<file path="config.mk">
export PLATFORM = sky130hd
export DESIGN_NAME = synth_tick_gen
export DESIGN_NICKNAME = d
export VERILOG_FILES = /design/src/rtl/synth_pkg.sv /design/src/rtl/synth_slot_seq.sv /design/src/rtl/synth_tick_gen.sv
export SDC_FILE = /design/constraint.sdc
export NUM_CORES = 1
export LEC_CHECK = 0
export BUFFER_PORTS_ARGS = -buffer_cell sky130_fd_sc_hd__buf_4
export CAP_MARGIN = 40
export CORE_UTILIZATION = 50
export CTS_CLUSTER_DIAMETER = 30
export DETAILED_ROUTE_END_ITERATION = 8
export GPL_TIMING_DRIVEN = 0
export PLACE_DENSITY = 0.67
export SLEW_MARGIN = 20
export SYNTH_ARGS = -nofsm -noshare
export SYNTH_HDL_FRONTEND = slang
export SYNTH_SLANG_ARGS = --single-unit
</file>
<file path="constraint.sdc">
create_clock -name OSC_CLK -period 4.1 [get_ports OSC_CLK]
set_clock_uncertainty 0.2 [all_clocks]
set_input_delay 0.205 -clock OSC_CLK [delete_from_list [all_inputs] [get_ports OSC_CLK]]
set_output_delay 0.205 -clock OSC_CLK [all_outputs]
set_load 0.005 [all_outputs]
</file>
<file path="src/rtl/synth_pkg.sv">
// Shared definitions for the synth tick generator.
//   aud_mode_e   : serial audio framing (I2S for two channels, TDM above that)
//   RATE_SEL_*   : iRATE_SEL codes
//   seq_state_e  : slot sequencer states
//   clog2w()     : index width helper, never narrower than one bit
//   inc_calc()   : rounded phase increment for a given sample rate
package synth_pkg;

    typedef enum logic {
        MODE_I2S = 1'b0,
        MODE_TDM = 1'b1
    } aud_mode_e;

    localparam logic [1:0] RATE_SEL_0    = 2'd0;
    localparam logic [1:0] RATE_SEL_1    = 2'd1;
    localparam logic [1:0] RATE_SEL_2    = 2'd2;
    localparam logic [1:0] RATE_SEL_RSVD = 2'd3;

    typedef enum logic {
        SEQ_IDLE = 1'b0,
        SEQ_RUN  = 1'b1
    } seq_state_e;

    function automatic int clog2w(input int n);
        return (n > 1) ? $clog2(n) : 1;
    endfunction

    // round(2^acc_w * 2*fs*dw*ch / f_clk); the factor of 2 is because the
    // accumulator carry produces one BCK edge, not one BCK period.
    function automatic longint unsigned inc_calc(input int acc_w,
                                                 input longint unsigned fs,
                                                 input int dw,
                                                 input int ch,
                                                 input longint unsigned f_clk);
        longint unsigned num;
        num = (64'd1 << acc_w) * (64'd2 * fs * longint'(dw) * longint'(ch));
        return (num + f_clk / 64'd2) / f_clk;
    endfunction

endpackage

</file>
<file path="src/rtl/synth_slot_seq.sv">
// Slot sweep sequencer: on start, issues NUM_SLOTS one-cycle enables,
// SPACING clocks apart, first one registered together with start's effect.
// Address order is idx fastest, then voice, beginning at 0/0.
//   clk, rst : clock, synchronous active-high reset
//   start    : one-cycle request to (re)start the sweep at slot 0
//   en       : one-cycle slot enable
//   voice    : outer slot address (held between enables)
//   idx      : inner slot address (held between enables)
//   overrun  : sticky, start arrived before the previous sweep completed
//
// state    | meaning
// SEQ_IDLE | no sweep in progress, last enable already issued
// SEQ_RUN  | sweep in progress, at least one enable still to come
module synth_slot_seq
    import synth_pkg::*;
#(
    parameter int NUM_SLOTS = 32,
    parameter int INNER     = 4,
    parameter int SPACING   = 16
) (
    input  logic                                  clk,
    input  logic                                  rst,
    input  logic                                  start,
    output logic                                  en,
    output logic [clog2w(NUM_SLOTS/INNER)-1:0]    voice,
    output logic [clog2w(INNER)-1:0]              idx,
    output logic                                  overrun
);

    localparam int VW = clog2w(NUM_SLOTS / INNER);
    localparam int IW = clog2w(INNER);
    localparam int CW = clog2w(SPACING);
    localparam logic [CW-1:0] CNT_LAST = CW'(SPACING - 1);
    localparam logic [VW-1:0] V_LAST   = VW'(NUM_SLOTS / INNER - 1);
    localparam logic [IW-1:0] I_LAST   = IW'(INNER - 1);
    localparam seq_state_e START_STATE = (NUM_SLOTS > 1) ? SEQ_RUN : SEQ_IDLE;

    seq_state_e    state_q, state_d;
    logic [VW-1:0] voice_q, voice_d;
    logic [IW-1:0] idx_q, idx_d;
    logic [CW-1:0] cnt_q, cnt_d;
    logic          en_q, en_d;
    logic          ovr_q, ovr_d;

    always_ff @(posedge clk) begin
        if (rst) begin
            state_q <= SEQ_IDLE;
            voice_q <= '0;
            idx_q   <= '0;
            cnt_q   <= '0;
            en_q    <= 1'b0;
            ovr_q   <= 1'b0;
        end else begin
            state_q <= state_d;
            voice_q <= voice_d;
            idx_q   <= idx_d;
            cnt_q   <= cnt_d;
            en_q    <= en_d;
            ovr_q   <= ovr_d;
        end
    end

    always_comb begin
        state_d = state_q;
        voice_d = voice_q;
        idx_d   = idx_q;
        cnt_d   = cnt_q;
        en_d    = 1'b0;
        ovr_d   = ovr_q;
        if (start) begin
            // A start while enables are still owed abandons them.
            ovr_d   = ovr_q | (state_q == SEQ_RUN);
            en_d    = 1'b1;
            voice_d = '0;
            idx_d   = '0;
            cnt_d   = CNT_LAST;
            state_d = START_STATE;
        end else if (state_q == SEQ_RUN) begin
            if (cnt_q == '0) begin
                en_d  = 1'b1;
                cnt_d = CNT_LAST;
                if (idx_q == I_LAST) begin
                    idx_d   = '0;
                    voice_d = voice_q + VW'(1);
                end else begin
                    idx_d = idx_q + IW'(1);
                end
                if (voice_d == V_LAST && idx_d == I_LAST) begin
                    state_d = SEQ_IDLE;
                end
            end else begin
                cnt_d = cnt_q - CW'(1);
            end
        end
    end

    assign en      = en_q;
    assign voice   = voice_q;
    assign idx     = idx_q;
    assign overrun = ovr_q;

endmodule

</file>
<file path="src/rtl/synth_tick_gen.sv">
// Synth timing generator: derives codec BCK/LRCK from a phase accumulator on
// OSC_CLK, marks frame starts, and launches oscillator and envelope slot sweeps
// once per frame.
//   OSC_CLK               : sole clock
//   iRST                  : synchronous active-high reset
//   iRATE_SEL             : sample-rate select, taken at frame start
//   oAUD_BCK, oAUD_LRCK   : codec bit clock and word select / frame sync
//   oCHAN_IDX             : current channel slot
//   oFRAME_TICK           : one-cycle frame-start pulse
//   oOSC_EN/VOICE/IDX     : oscillator slot enable and address
//   oENV_EN/VOICE/IDX     : envelope slot enable and address
//   oOVERRUN              : sticky sweep overrun flag
module synth_tick_gen
    import synth_pkg::*;
#(
    parameter int VOICES      = 8,
    parameter int V_OSC       = 4,
    parameter int V_ENVS      = 2 * V_OSC,
    parameter int DATA_WIDTH  = 16,
    parameter int CHANNEL_NUM = 2,
    parameter int ACC_W       = 32,
    parameter logic [ACC_W-1:0] INC0 =
        ACC_W'(inc_calc(ACC_W, 64'd44100, DATA_WIDTH, CHANNEL_NUM, 64'd180555556)),
    parameter logic [ACC_W-1:0] INC1 =
        ACC_W'(inc_calc(ACC_W, 64'd48000, DATA_WIDTH, CHANNEL_NUM, 64'd180555556)),
    parameter logic [ACC_W-1:0] INC2 =
        ACC_W'(inc_calc(ACC_W, 64'd96000, DATA_WIDTH, CHANNEL_NUM, 64'd180555556)),
    parameter int OSC_SPACING = 16,
    parameter int ENV_SPACING = 8
) (
    input  logic                             OSC_CLK,
    input  logic                             iRST,
    input  logic [1:0]                       iRATE_SEL,
    output logic                             oAUD_BCK,
    output logic                             oAUD_LRCK,
    output logic [clog2w(CHANNEL_NUM)-1:0]   oCHAN_IDX,
    output logic                             oFRAME_TICK,
    output logic                             oOSC_EN,
    output logic [clog2w(VOICES)-1:0]        oOSC_VOICE,
    output logic [clog2w(V_OSC)-1:0]         oOSC_IDX,
    output logic                             oENV_EN,
    output logic [clog2w(VOICES)-1:0]        oENV_VOICE,
    output logic [clog2w(V_ENVS)-1:0]        oENV_IDX,
    output logic                             oOVERRUN
);

    localparam int FRAME_BITS = DATA_WIDTH * CHANNEL_NUM;
    localparam int FB_W       = clog2w(FRAME_BITS);
    localparam int CH_W       = clog2w(CHANNEL_NUM);
    localparam logic [FB_W-1:0] FB_LAST = FB_W'(FRAME_BITS - 1);
    localparam logic [FB_W-1:0] FB_DW   = FB_W'(DATA_WIDTH);
    localparam aud_mode_e MODE = (CHANNEL_NUM > 2) ? MODE_TDM : MODE_I2S;

    logic [ACC_W-1:0] acc_q, inc_q, inc_sel;
    logic [ACC_W:0]   acc_sum;
    logic             carry, bck_fall, wrap;
    logic [FB_W-1:0]  fb_q, fb_d;
    logic [CH_W-1:0]  chan_q, chan_d;
    logic             bck_q, lrck_q, lrck_d;
    logic             wrap_q, tick_q;
    logic             osc_ovr, env_ovr;

    always_comb begin
        acc_sum  = {1'b0, acc_q} + {1'b0, inc_q};
        carry    = acc_sum[ACC_W];
        bck_fall = carry & bck_q;
        wrap     = bck_fall && (fb_q == FB_LAST);
        fb_d     = fb_q;
        if (bck_fall) begin
            fb_d = wrap ? '0 : fb_q + FB_W'(1);
        end
        chan_d = CH_W'(fb_d / FB_DW);
        lrck_d = chan_d[0];
        if (MODE == MODE_TDM) begin
            lrck_d = (fb_d == '0);
        end
        case (iRATE_SEL)
            RATE_SEL_1: inc_sel = INC1;
            RATE_SEL_2: inc_sel = INC2;
            default:    inc_sel = INC0;
        endcase
    end

    // wrap_q marks the FB wrap; the frame tick is the cycle after it, and the
    // sweeps are started from wrap_q so their first enable lines up with it.
    always_ff @(posedge OSC_CLK) begin
        if (iRST) begin
            acc_q  <= '0;
            inc_q  <= INC0;
            bck_q  <= 1'b0;
            fb_q   <= '0;
            chan_q <= '0;
            lrck_q <= 1'b0;
            wrap_q <= 1'b0;
            tick_q <= 1'b0;
        end else begin
            acc_q  <= acc_sum[ACC_W-1:0];
            bck_q  <= bck_q ^ carry;
            fb_q   <= fb_d;
            chan_q <= chan_d;
            lrck_q <= lrck_d;
            wrap_q <= wrap;
            tick_q <= wrap_q;
            if (tick_q) begin
                inc_q <= inc_sel;
            end
        end
    end

    synth_slot_seq #(
        .NUM_SLOTS (VOICES * V_OSC),
        .INNER     (V_OSC),
        .SPACING   (OSC_SPACING)
    ) u_osc_seq (
        .clk     (OSC_CLK),
        .rst     (iRST),
        .start   (wrap_q),
        .en      (oOSC_EN),
        .voice   (oOSC_VOICE),
        .idx     (oOSC_IDX),
        .overrun (osc_ovr)
    );

    synth_slot_seq #(
        .NUM_SLOTS (VOICES * V_ENVS),
        .INNER     (V_ENVS),
        .SPACING   (ENV_SPACING)
    ) u_env_seq (
        .clk     (OSC_CLK),
        .rst     (iRST),
        .start   (wrap_q),
        .en      (oENV_EN),
        .voice   (oENV_VOICE),
        .idx     (oENV_IDX),
        .overrun (env_ovr)
    );

    assign oAUD_BCK    = bck_q;
    assign oAUD_LRCK   = lrck_q;
    assign oCHAN_IDX   = chan_q;
    assign oFRAME_TICK = tick_q;
    assign oOVERRUN    = osc_ovr | env_ovr;

endmodule

</file>
Word level (Yosys, flattened, before mapping)
Index checks and enable logic that the tools add are counted.
- eq/ne operators: 9
- add/sub/neg operators: 8
- reduce and logical (&&, ||, !) cells: 10
- multiplexer cells: 38
- bitwise operators: 5
- operator list (cell ; count):
    case mux 28 bit (2 select lines) ; 1
    2-to-1 mux 3 bit ; 15
    adder 32 x 32 -> 33 bit ; 1
    2-to-1 mux 1 bit ; 14
    == test 3 bit, second input constant ; 4
    2-to-1 mux 4 bit ; 3
    adder 3 x 1 -> 3 bit, second input constant ; 3
    2-to-1 mux 2 bit ; 4
    == test 2 bit, second input constant ; 3
    adder 5 x 1 -> 5 bit, second input constant ; 1
    == test 5 bit, second input constant ; 1
    2-to-1 mux 5 bit ; 1
    logical NOT 4 bit ; 1
    AND reduction 2 bit ; 2
    nonzero test 2 bit ; 2
    subtractor 4 x 1 -> 4 bit, second input constant ; 1
    logical AND 1 bit ; 3
    logical NOT 3 bit ; 1
    OR 1 bit ; 3
    subtractor 3 x 1 -> 3 bit, second input constant ; 1
    adder 2 x 1 -> 2 bit, second input constant ; 1
    == test 2 x 1 -> 1 bit, second input constant ; 1
    OR reduction 2 bit ; 1
    AND 1 bit ; 1
    bitwise XOR 1 bit ; 1
- register bits: 96
- bits of input ports: 4

Depth between registers and ports, before layout
Gate-level depths: netlist of the first run.
- depth after elaboration: 11
- gate-level depth with buffers: 14
- depth with buffers taken out: 14

Cells and area by module
A second synthesis of the first run with hierarchy kept.
- cell total of the unflattened synthesis: 467
- area total of the unflattened synthesis: 4078.9 um^2
- by module, submodules not included (module ; cells an instance ; instances ; area each (um^2) ; sequential area each (um^2)):
    synth_tick_gen ; 335 ; 1 ; 2901.5 ; 920.9
    synth_slot_seq at u_env_seq ; 67 ; 1 ; 591.8 ; 240.2
    synth_slot_seq at u_osc_seq ; 65 ; 1 ; 585.6 ; 240.2

Least setup slack after synthesis of the first run
No wires, ideal clock.
- path kind: register to register
- start point: register inc_q[14]
- end point: register fb_q[2]
- setup slack: 1.131 ns
- cell stages (with the launch flop): 15
- path buffers: 0
- period minus slack after synthesis: 2.969 ns
- data arrival time: 2.704 ns
- cells stage by stage: dfxtp_1 > ha_1 > inv_1 > fa_1 > nor2b_1 > o211ai_1 > a311oi_2 > o21ai_1 > a21oi_1 > ha_1 > nor2b_1 > nand2_1 > nor2_1 > a21oi_1 > nor2_1
- longest elaborated chain between the ends: 4
- ends and longest elaborated chain (element ; line ; source):
    start: declaration ; synth_tick_gen.sv:54 ; logic [ACC_W-1:0] acc_q, inc_q, inc_sel;
    start signal: assignment ; synth_tick_gen.sv:105 ; inc_q <= inc_sel;
    adder 32 x 32 -> 33 bit * ; synth_tick_gen.sv:64 ; acc_sum = {1'b0, acc_q} + {1'b0, inc_q};
    AND 1 bit * ; synth_tick_gen.sv:66 ; bck_fall = carry & bck_q;
    via bck_fall ; synth_tick_gen.sv:56 ; logic carry, bck_fall, wrap;
    logical AND 1 bit ; synth_tick_gen.sv:67 ; wrap = bck_fall && (fb_q == FB_LAST);
    2-to-1 mux 5 bit ; synth_tick_gen.sv:70 ; fb_d = wrap ? '0 : fb_q + FB_W'(1);
    end signal: assignment ; synth_tick_gen.sv:91 ; fb_q <= '0;
    end signal: assignment ; synth_tick_gen.sv:99 ; fb_q <= fb_d;
    end: declaration ; synth_tick_gen.sv:57 ; logic [FB_W-1:0] fb_q, fb_d;
Mark *: on every way through the listed nets, which the timed path passes. The rest lies on a longest branch.
A chain may end at the register's enable or synchronous reset.

Worst setup path after layout of the first run
- start point: register inc_q[14]
- end point: register fb_q[3]
Same word-level chain as after synthesis.

==> results of run 1 <==
-- metal layers --
metal	part of all wire (%)	routed length, µm
met2	46	4040
met5	0	0
met3	5.0	443
met4	1.5	131
met1	48	4260
-- synthesized netlist by cell type (2+ instances only) --
| library cell | instances | share of area, % |
|---|---|---|
| ha_1 | 39 | 12 |
| and2_1 | 4 | 0.62 |
| nand2_1 | 37 | 3.4 |
| a211oi_1 | 4 | 0.74 |
| xor2_1 | 11 | 2.4 |
| a221o_1 | 2 | 0.50 |
| a21oi_1 | 48 | 5.9 |
| a21o_1 | 10 | 1.9 |
| mux2_2 | 2 | 0.56 |
| or2_2 | 3 | 0.46 |
| o21ai_1 | 4 | 0.50 |
| a311oi_1 | 2 | 0.43 |
| mux2_1 | 7 | 2.0 |
| o22ai_1 | 2 | 0.31 |
| a21boi_0 | 2 | 0.37 |
| xnor2_1 | 10 | 2.2 |
| a31oi_1 | 4 | 0.62 |
| buf_1 | 4 | 0.37 |
| nor2_1 | 64 | 5.9 |
| o31ai_1 | 2 | 0.37 |
| inv_1 | 18 | 1.7 |
| nand3_1 | 15 | 1.9 |
| nand2b_1 | 7 | 1.1 |
| nor3_1 | 11 | 1.4 |
| clkbuf_1 | 12 | 1.1 |
| o21a_1 | 4 | 0.74 |
| o211ai_1 | 3 | 0.56 |
| dfxtp_1 | 70 | 35 |
| mux2i_1 | 5 | 1.2 |
| nand4_1 | 4 | 0.62 |
| nor2b_1 | 18 | 2.8 |
| and3_1 | 9 | 1.4 |
| and4_1 | 4 | 0.87 |
| o21ai_0 | 18 | 2.2 |
| o21ai_2 | 2 | 0.43 |
-- path summary, 6_finish.rpt --
kind / depth (start not counted) / endpoint / slack, ps / from
max reg2reg: 14 / fb_q[3] / 370 / inc_q[14]
max: 14 / fb_q[3] / 370 / inc_q[14]
min reg2reg: 2 / u_env_seq.overrun / 260 / u_env_seq.overrun
min: 4 / inc_q[22] / 60 / iRATE_SEL[0]
-- worst max-delay path, stage by stage, from the launching register on --
cell and delay [ps]:
dfxtp_1 520, ha_1 260, inv_1 60, fa_1 400
nor2b_1 220, o211ai_1 200, a311oi_2 470, o21ai_1 210
a21oi_1 200, ha_1 300, nor2b_1 290, nand2_1 90
nor2_1 110, a21oi_1 60, nor2_1 80
-- metrics by stage --
step | instance area [µm²] | power [µW] | util (%) | setup slack [ps] | cells
after global placement | 4330 | 985 | 55.7 | 504 | 605
after global routing | 4530 | 1630 | 58.4 | 123 | 622
after floorplan | 4040 | 939 | - | 1130 | 482
after CTS | 4530 | 1560 | 58.4 | 404 | 622
final | 4530 | 1550 | 58.4 | 372 | 622
after detailed placement | 4330 | 990 | 55.7 | 424 | 605
-- area by class of cell --
type | count | area [µm²] | share of cell area, %
Tap cell | 102 | 128 | 2.82
Clock inverter | 7 | 73.8 | 1.63
Buffer | 18 | 72.6 | 1.60
Timing Repair Buffer | 22 | 168 | 3.70
Clock buffer | 9 | 124 | 2.73
Multi-Input combinational cell | 376 | 2500 | 55.1
Inverter | 18 | 67.6 | 1.49
Sequential cell | 70 | 1400 | 30.9
-- cell families (layout without fill, tap and decap cells) --
kind of cell,count (synthesis),in the layout,share of synthesized area (%)
adders and majority gates,40,40,12.6
xor gates and xnor gates,21,21,4.55
AOI/OAI and AO/OA,120,120,19.4
muxes,15,15,4.12
DFF,70,70,34.7
buffers and inverters,36,74,3.47
and+or+nand+nor,180,180,21.2
-- power by group --
part / leakage [µW] / switching, µW / internal [µW]
clock network: 0.0000996 / 285 / 283
registers: 0.000569 / 20.6 / 716
logic: 0.00124 / 143 / 97.8
total: 0.00190 / 449 / 1100
-- sequential cells by signal, summed over array words and instances, names as in the netlist, 2 cells and up --
name and flops:
u_osc_seq.idx 2, u_env_seq.voice 3, inc_q 6, u_env_seq.idx 3
acc_q 32, fb_q 5, u_env_seq.cnt_q 3, u_osc_seq.voice 3
u_osc_seq.cnt_q 4
==> results.cfg, run 1 <==
[timing]
worst_slew_pin_slew_ps = 755
hold_violations = 0
min_period_ps = 3730
slew_headroom_pct = 49.3
setup_viol = 0
clock.fmax_mhz = 268
whs_ps = 59.0
finalSetupTns_ps = 0
final-max-slew-violation-count = 0
fin_crit_sh_pct = 90.9
rsz0062_at_grt = no

[clock_tree]
postCtsHoldBufs = 1
h-tree-depth = 3
clock-sinks = 70
cts_buffers = 9
clk_latency_ps = 340
post_cts.repair.setup_buffers = 0
cts_resized = 0
cts_buffer_depth = 2
cts_tree = done
clkTransAtPathRegs_ps = 80
clock-root-buffer = clkbuf_8

[logic_synthesis]
synth_area_per_cell_um2 = 8.38
async_flop_share_pct = 0
synth-seq-cells = 70
synth_flop_cell = dfxtp_1
syn_area_um2 = 4040
synth_edf_count = 0
synth.distinct_cells = 56
yosysSeqAreaShare_pct = 34.7
syn_nets = 526
yosysWarnings = 0
syn_inst = 482

[die]
die_y_um = 91.9
io_pins = 22
start_util_pct = 52.0
fp.dieW_um = 91.9
die_area_um2 = 8440
placementRows = 32
core_area_um2 = 7770

[global_routing]
overflow = 0
grt_pass1_vias = 3302
met2_usage_pct = 38.1
grt_pass1_wl_um = 15300
grt_start_max_net_pins = 14
antenna_found_initial = 0
use_met3_pct = 3.73
grt_usage_pct = 22.8
busiest_layer = met2
grtUsageMet1_pct = 29.9

[routing]
drt_first_pass_iters = 5
avgRoutedWirePerCell_um = 14.3
via_count = 3493
finalWirelength_um = 8870
avgViaCountPerCell = 5.62
drc = 0
antenna_left = 0
first_iter_violations = 269

[layout]
drive_gt1_share_pct = 10.2
most-common-layout-cells = dfxtp_1 (70), nor2_1 (64), a21oi_1 (48), ha_1 (39), nand2_1 (37)
final_common_cell = dfxtp_1
areaGrowthSynthToFinish_pct = 12.2
fill_cells = 732
nets = 559
n_antenna_cell = 0

[worst_setup_path]
endpoint_kind = flop
start_kind = flop
critPathRequiredTime_ps = 4180
crit_fanout = 7
crit_type = reg -> reg
cp.arrival_ps = 3810

[place]
dpl.hpwl_um = 6540
numPortBuffers = 21
place.gp.congestion = 0.948

[run]
cap_violations = 0

[power]
vdd_ir_drop_max_v = 0.000190
p_leak_uw = 0.00190
pwr_density_cell_nw_per_um2 = 341

[hold_path]
min_path_type = in -> reg

[outcome]
status = complete, no violations
(Power assumes the default switching activity.)
==> run 2, diff against run 1 <==
--- a/config.mk
+++ b/config.mk
@@ -7,6 +7,7 @@
 export LEC_CHECK = 0
 export BUFFER_PORTS_ARGS = -buffer_cell sky130_fd_sc_hd__buf_4
 export CAP_MARGIN = 40
+export CORE_ASPECT_RATIO = 0.9
 export CORE_UTILIZATION = 50
 export CTS_CLUSTER_DIAMETER = 30
 export DETAILED_ROUTE_END_ITERATION = 8
==> results.cfg, run 2 (same netlist as run 1, synthesis figures left out) <==
[outcome]
status = complete, no violations

[routing]
wl_met2_um = 4040
finalWirelength_um = 8770
drt-met1-wl_um = 4110
avgRoutedWirePerCell_um = 14.2
top_layer = met4
avgViaCountPerCell = 5.65
drt_first_pass_iters = 4
antenna_left = 0
first_iter_violations = 125
wl_met3_um = 445
drc = 0
via_count = 3479

[timing]
worst_slew_pin_slew_ps = 588
fin_crit_sh_pct = 89.2
min_period_ps = 3660
final-max-slew-violation-count = 0
setup_slack_ps = 443
finalSetupTns_ps = 0
setup_viol = 0
slew_headroom_pct = 60.5
clock.fmax_mhz = 273
hold_violations = 0
rsz0062_at_grt = no

[place]
place.gp.congestion = 0.869
dpl.hpwl_um = 6650
place_area_um2 = 4320
place_inst = 599
numPortBuffers = 21
dp_slack_ps = 435

[global_routing]
grt_pass1_wl_um = 14400
grt_pass1_vias = 3173
overflow = 0
grt_usage_pct = 21.5
grt_start_max_net_pins = 14
antenna_found_initial = 0

[worst_setup_path]
endpoint_kind = flop
critPathRequiredTime_ps = 4190
start_kind = flop
crit_fanout = 7
crit_type = reg -> reg
cp.arrival_ps = 3750

[layout]
multi_input_area_um2 = 2500
largest-register = acc_q
drive_gt1_share_pct = 10.4
final_common_cell = dfxtp_1
most-common-layout-cells = dfxtp_1 (70), nor2_1 (64), a21oi_1 (48), ha_1 (39), nand2_1 (37)
final_cell_area_um2 = 4540
largest_reg_flops = 32
areaGrowthSynthToFinish_pct = 12.4
n_antenna_cell = 0
fill_cells = 720
nets = 559
reg_top3 = acc_q: 32 flops, inc_q: 6 flops, fb_q: 5 flops
ff_latch_area_um2 = 1400
fin_cells = 616

[clock_tree]
post_cts.repair.setup_buffers = 0
clk_latency_ps = 350
cts_resized = 0
clock-root-buffer = clkbuf_8
cts_buffers = 9
clkTransAtPathRegs_ps = 80
h-tree-depth = 3
cts_tree = done
cts_buffer_depth = 2
clock-sinks = 70
postCtsHoldBufs = 0

[hold_path]
min_path_type = in -> reg

[die]
core_area_um2 = 7690
fp.dieW_um = 96.8
placementRows = 30
die_y_um = 87.3
io_pins = 22
die_area_um2 = 8440
start_util_pct = 52.5

[power]
p_leak_uw = 0.00192
vdd_ir_drop_max_v = 0.000174
pwr_density_cell_nw_per_um2 = 352
total_power_uw = 1600

[run]
cap_violations = 0
run 2: layer usage:
metal	vias up	GRT usage, %
met1	1629	26.7
met3	16	5.70
met2	66	36.4
li1	1768	-
met4	0	7.60
met5	-	0
run 2: cell type report:
type / count / share of cell area, %
inverters: 18 / 1.49
plain buffers: 18 / 1.60
flip-flops and latches: 70 / 30.8
well taps: 96 / 2.64
multi-input cells: 376 / 55.0
repair buffers: 22 / 3.58
clock inverters: 7 / 2.12
clock buffers: 9 / 2.73
run 2: report_power, final:
group / internal (µW) / total, µW / switching (µW)
clock: 346 / 620 / 275
combinational: 97.0 / 242 / 145
sequential: 716 / 737 / 21.2
run 2: stage by stage:
stage          utilization [%]  hold WS (ps)
2_1_floorplan                -           177
6_report                  59.0          33.5
3_5_place_dp              56.1           250
5_1_grt                   59.0          37.9
3_3_place_gp              56.1           242
4_1_cts                   59.0          26.7
run 2: worst max-delay path: stages, from the launching register on:
cell and delay (ps):
dfxtp_1 480, ha_1 270, inv_1 70, fa_1 390
nor2b_1 200, o211ai_1 190, a311oi_2 440, o21ai_1 190
a21oi_1 240, ha_1 340, nor2b_1 290, nand2_1 90
nor2_1 90, a21oi_1 50, nor2_1 80
run 2: worst paths after layout:
kind         slack, ps                end               from  depth (start not counted)
max                440            fb_q[2]          inc_q[14]                         14
min                 30   u_osc_seq.idx[1]               iRST                          3
max reg2reg        440            fb_q[2]          inc_q[14]                         14
min reg2reg        270  u_env_seq.overrun  u_env_seq.overrun                          2
==> run 3, diff against run 2 <==
--- a/config.mk
+++ b/config.mk
@@ -12,7 +12,8 @@
 export CTS_CLUSTER_DIAMETER = 30
 export DETAILED_ROUTE_END_ITERATION = 8
 export GPL_TIMING_DRIVEN = 0
-export PLACE_DENSITY = 0.67
+export PLACE_DENSITY = 0.78
+export RECOVER_POWER = 25
 export SLEW_MARGIN = 20
 export SYNTH_ARGS = -nofsm -noshare
 export SYNTH_HDL_FRONTEND = slang
==> results.cfg, run 3 (same netlist as run 1, synthesis figures left out) <==
[routing]
avgRoutedWirePerCell_um = 14.2
antenna_left = 0
drc = 0
avgViaCountPerCell = 5.80
drt_first_pass_iters = 4
finalWirelength_um = 8760
first_iter_violations = 167
via_count = 3581

[place]
place_inst = 599
place_area_um2 = 4320
dpl.hpwl_um = 6480
place.gp.congestion = 0.895
dp_slack_ps = 388
numPortBuffers = 21

[die]
die_area_um2 = 8440
placementRows = 30
die_y_um = 87.3
io_pins = 22
fp.dieW_um = 96.8
core_area_um2 = 7690
start_util_pct = 52.5

[timing]
worst_slew_pin_slew_ps = 567
setup_viol = 0
rsz0062_at_grt = no
setup_slack_ps = 337
whs_ps = 47.7
finalSetupTns_ps = 0
fin_crit_sh_pct = 91.8
final-max-slew-violation-count = 0
hold_violations = 0
min_period_ps = 3760
clock.fmax_mhz = 266
slew_headroom_pct = 62.2

[worst_setup_path]
cp.arrival_ps = 3850
crit_chain = ha_1, inv_1, fa_1, nor2b_1, o211ai_1, a311oi_2, o21ai_1, a21oi_1, ha_1, nor2b_1, nand2_1, nor2_1, a21oi_1, nor2_1
critPathMaxStageDelay_ps = 510
crit_type = reg -> reg
start_kind = flop
critPathRequiredTime_ps = 4180
critPathTopFamily = compound AO/OA/AOI/OAI gates
crit_buf_inv = 1
crit_fanout = 7
slowest_stage = dfxtp_1
endpoint_kind = flop

[clock_tree]
h-tree-depth = 3
clkTransAtPathRegs_ps = 70
clk_latency_ps = 350
cts_resized = 0
post_cts.repair.setup_buffers = 0
clock-sinks = 70
cts_buffer_depth = 2
cts_buffers = 9
clock-root-buffer = clkbuf_8
cts_tree = done

[layout]
final_cell_area_um2 = 4580
n_antenna_cell = 0
nets = 560
reg_top3 = acc_q: 32 flops, inc_q: 6 flops, fb_q: 5 flops
drive_gt1_share_pct = 9.98
largest-register = acc_q
largest_reg_flops = 32
most-common-layout-cells = dfxtp_1 (70), nor2_1 (64), a21oi_1 (48), ha_1 (39), nand2_1 (37)
fill_cells = 655
areaGrowthSynthToFinish_pct = 13.3
fin_cells = 617
multi_input_area_um2 = 2500
final_common_cell = dfxtp_1
ff_latch_area_um2 = 1400

[global_routing]
grt_usage_pct = 21.3
grt_start_max_net_pins = 13
antenna_found_initial = 0
grt_pass1_vias = 3293
grt_pass1_wl_um = 14500
overflow = 0

[outcome]
status = complete, no violations

[power]
vdd_ir_drop_max_v = 0.000279
pwr_density_cell_nw_per_um2 = 366
p_leak_uw = 0.00191

[run]
cap_violations = 0

[hold_path]
min_path_type = in -> reg
## run 3: cell type report
class                           count  share of cell area (%)
Buffer                             18                    1.58
Clock buffer                       11                    3.09
Clock inverter                      5                    2.32
Inverter                           18                    1.48
Multi-Input combinational cell    376                    54.6
Sequential cell                    70                    30.6
Tap cell                           96                    2.62
Timing Repair Buffer               23                    3.74
## run 3: stage by stage
stage	total power, µW	utilization (%)
after floorplan	939	-
after global placement	984	56.1
after detailed placement	991	56.1
after CTS	1680	59.5
after global routing	1750	59.5
final	1680	59.5
## run 3: final timing paths
path / start / depth (start not counted) / slack, ps / to
setup reg to reg: inc_q[14] / 14 / 340 / fb_q[3]
setup / recovery: inc_q[14] / 14 / 340 / fb_q[3]
hold / removal: iRATE_SEL[1] / 4 / 50 / inc_q[23]
hold reg to reg: u_env_seq.overrun / 2 / 270 / u_env_seq.overrun
## run 3: report_power, final
group          internal [µW]  leakage (µW)  switching, µW
Sequential               716      0.000569           22.4
Clock                    422      0.000120            272
Combinational           97.7       0.00123            146
## run 3: metal layers
metal	track usage, %	up-vias	part of all wire (%)
li1	-	1767	-
met1	26.9	1684	47
met2	35.6	109	45
met3	4.09	21	5.3
met4	9.77	0	2.3
met5	0	-	0
## run 3: timing repair
item / 4_1_cts / 5_1_grt
endpoints found under the hold margin: 1 / 0
endpoints found under the setup margin: 0 / 0
hold buffers: 1 / 0
## run 3: worst register-to-register path, cell delays in order (launching register included)
cell      delay, ps
dfxtp_1         510
ha_1            270
inv_1            70
fa_1            370
nor2b_1         200
o211ai_1        200
a311oi_2        470
o21ai_1         190
a21oi_1         230
ha_1            320
nor2b_1         320
nand2_1         100
nor2_1          120
a21oi_1          60
nor2_1           80
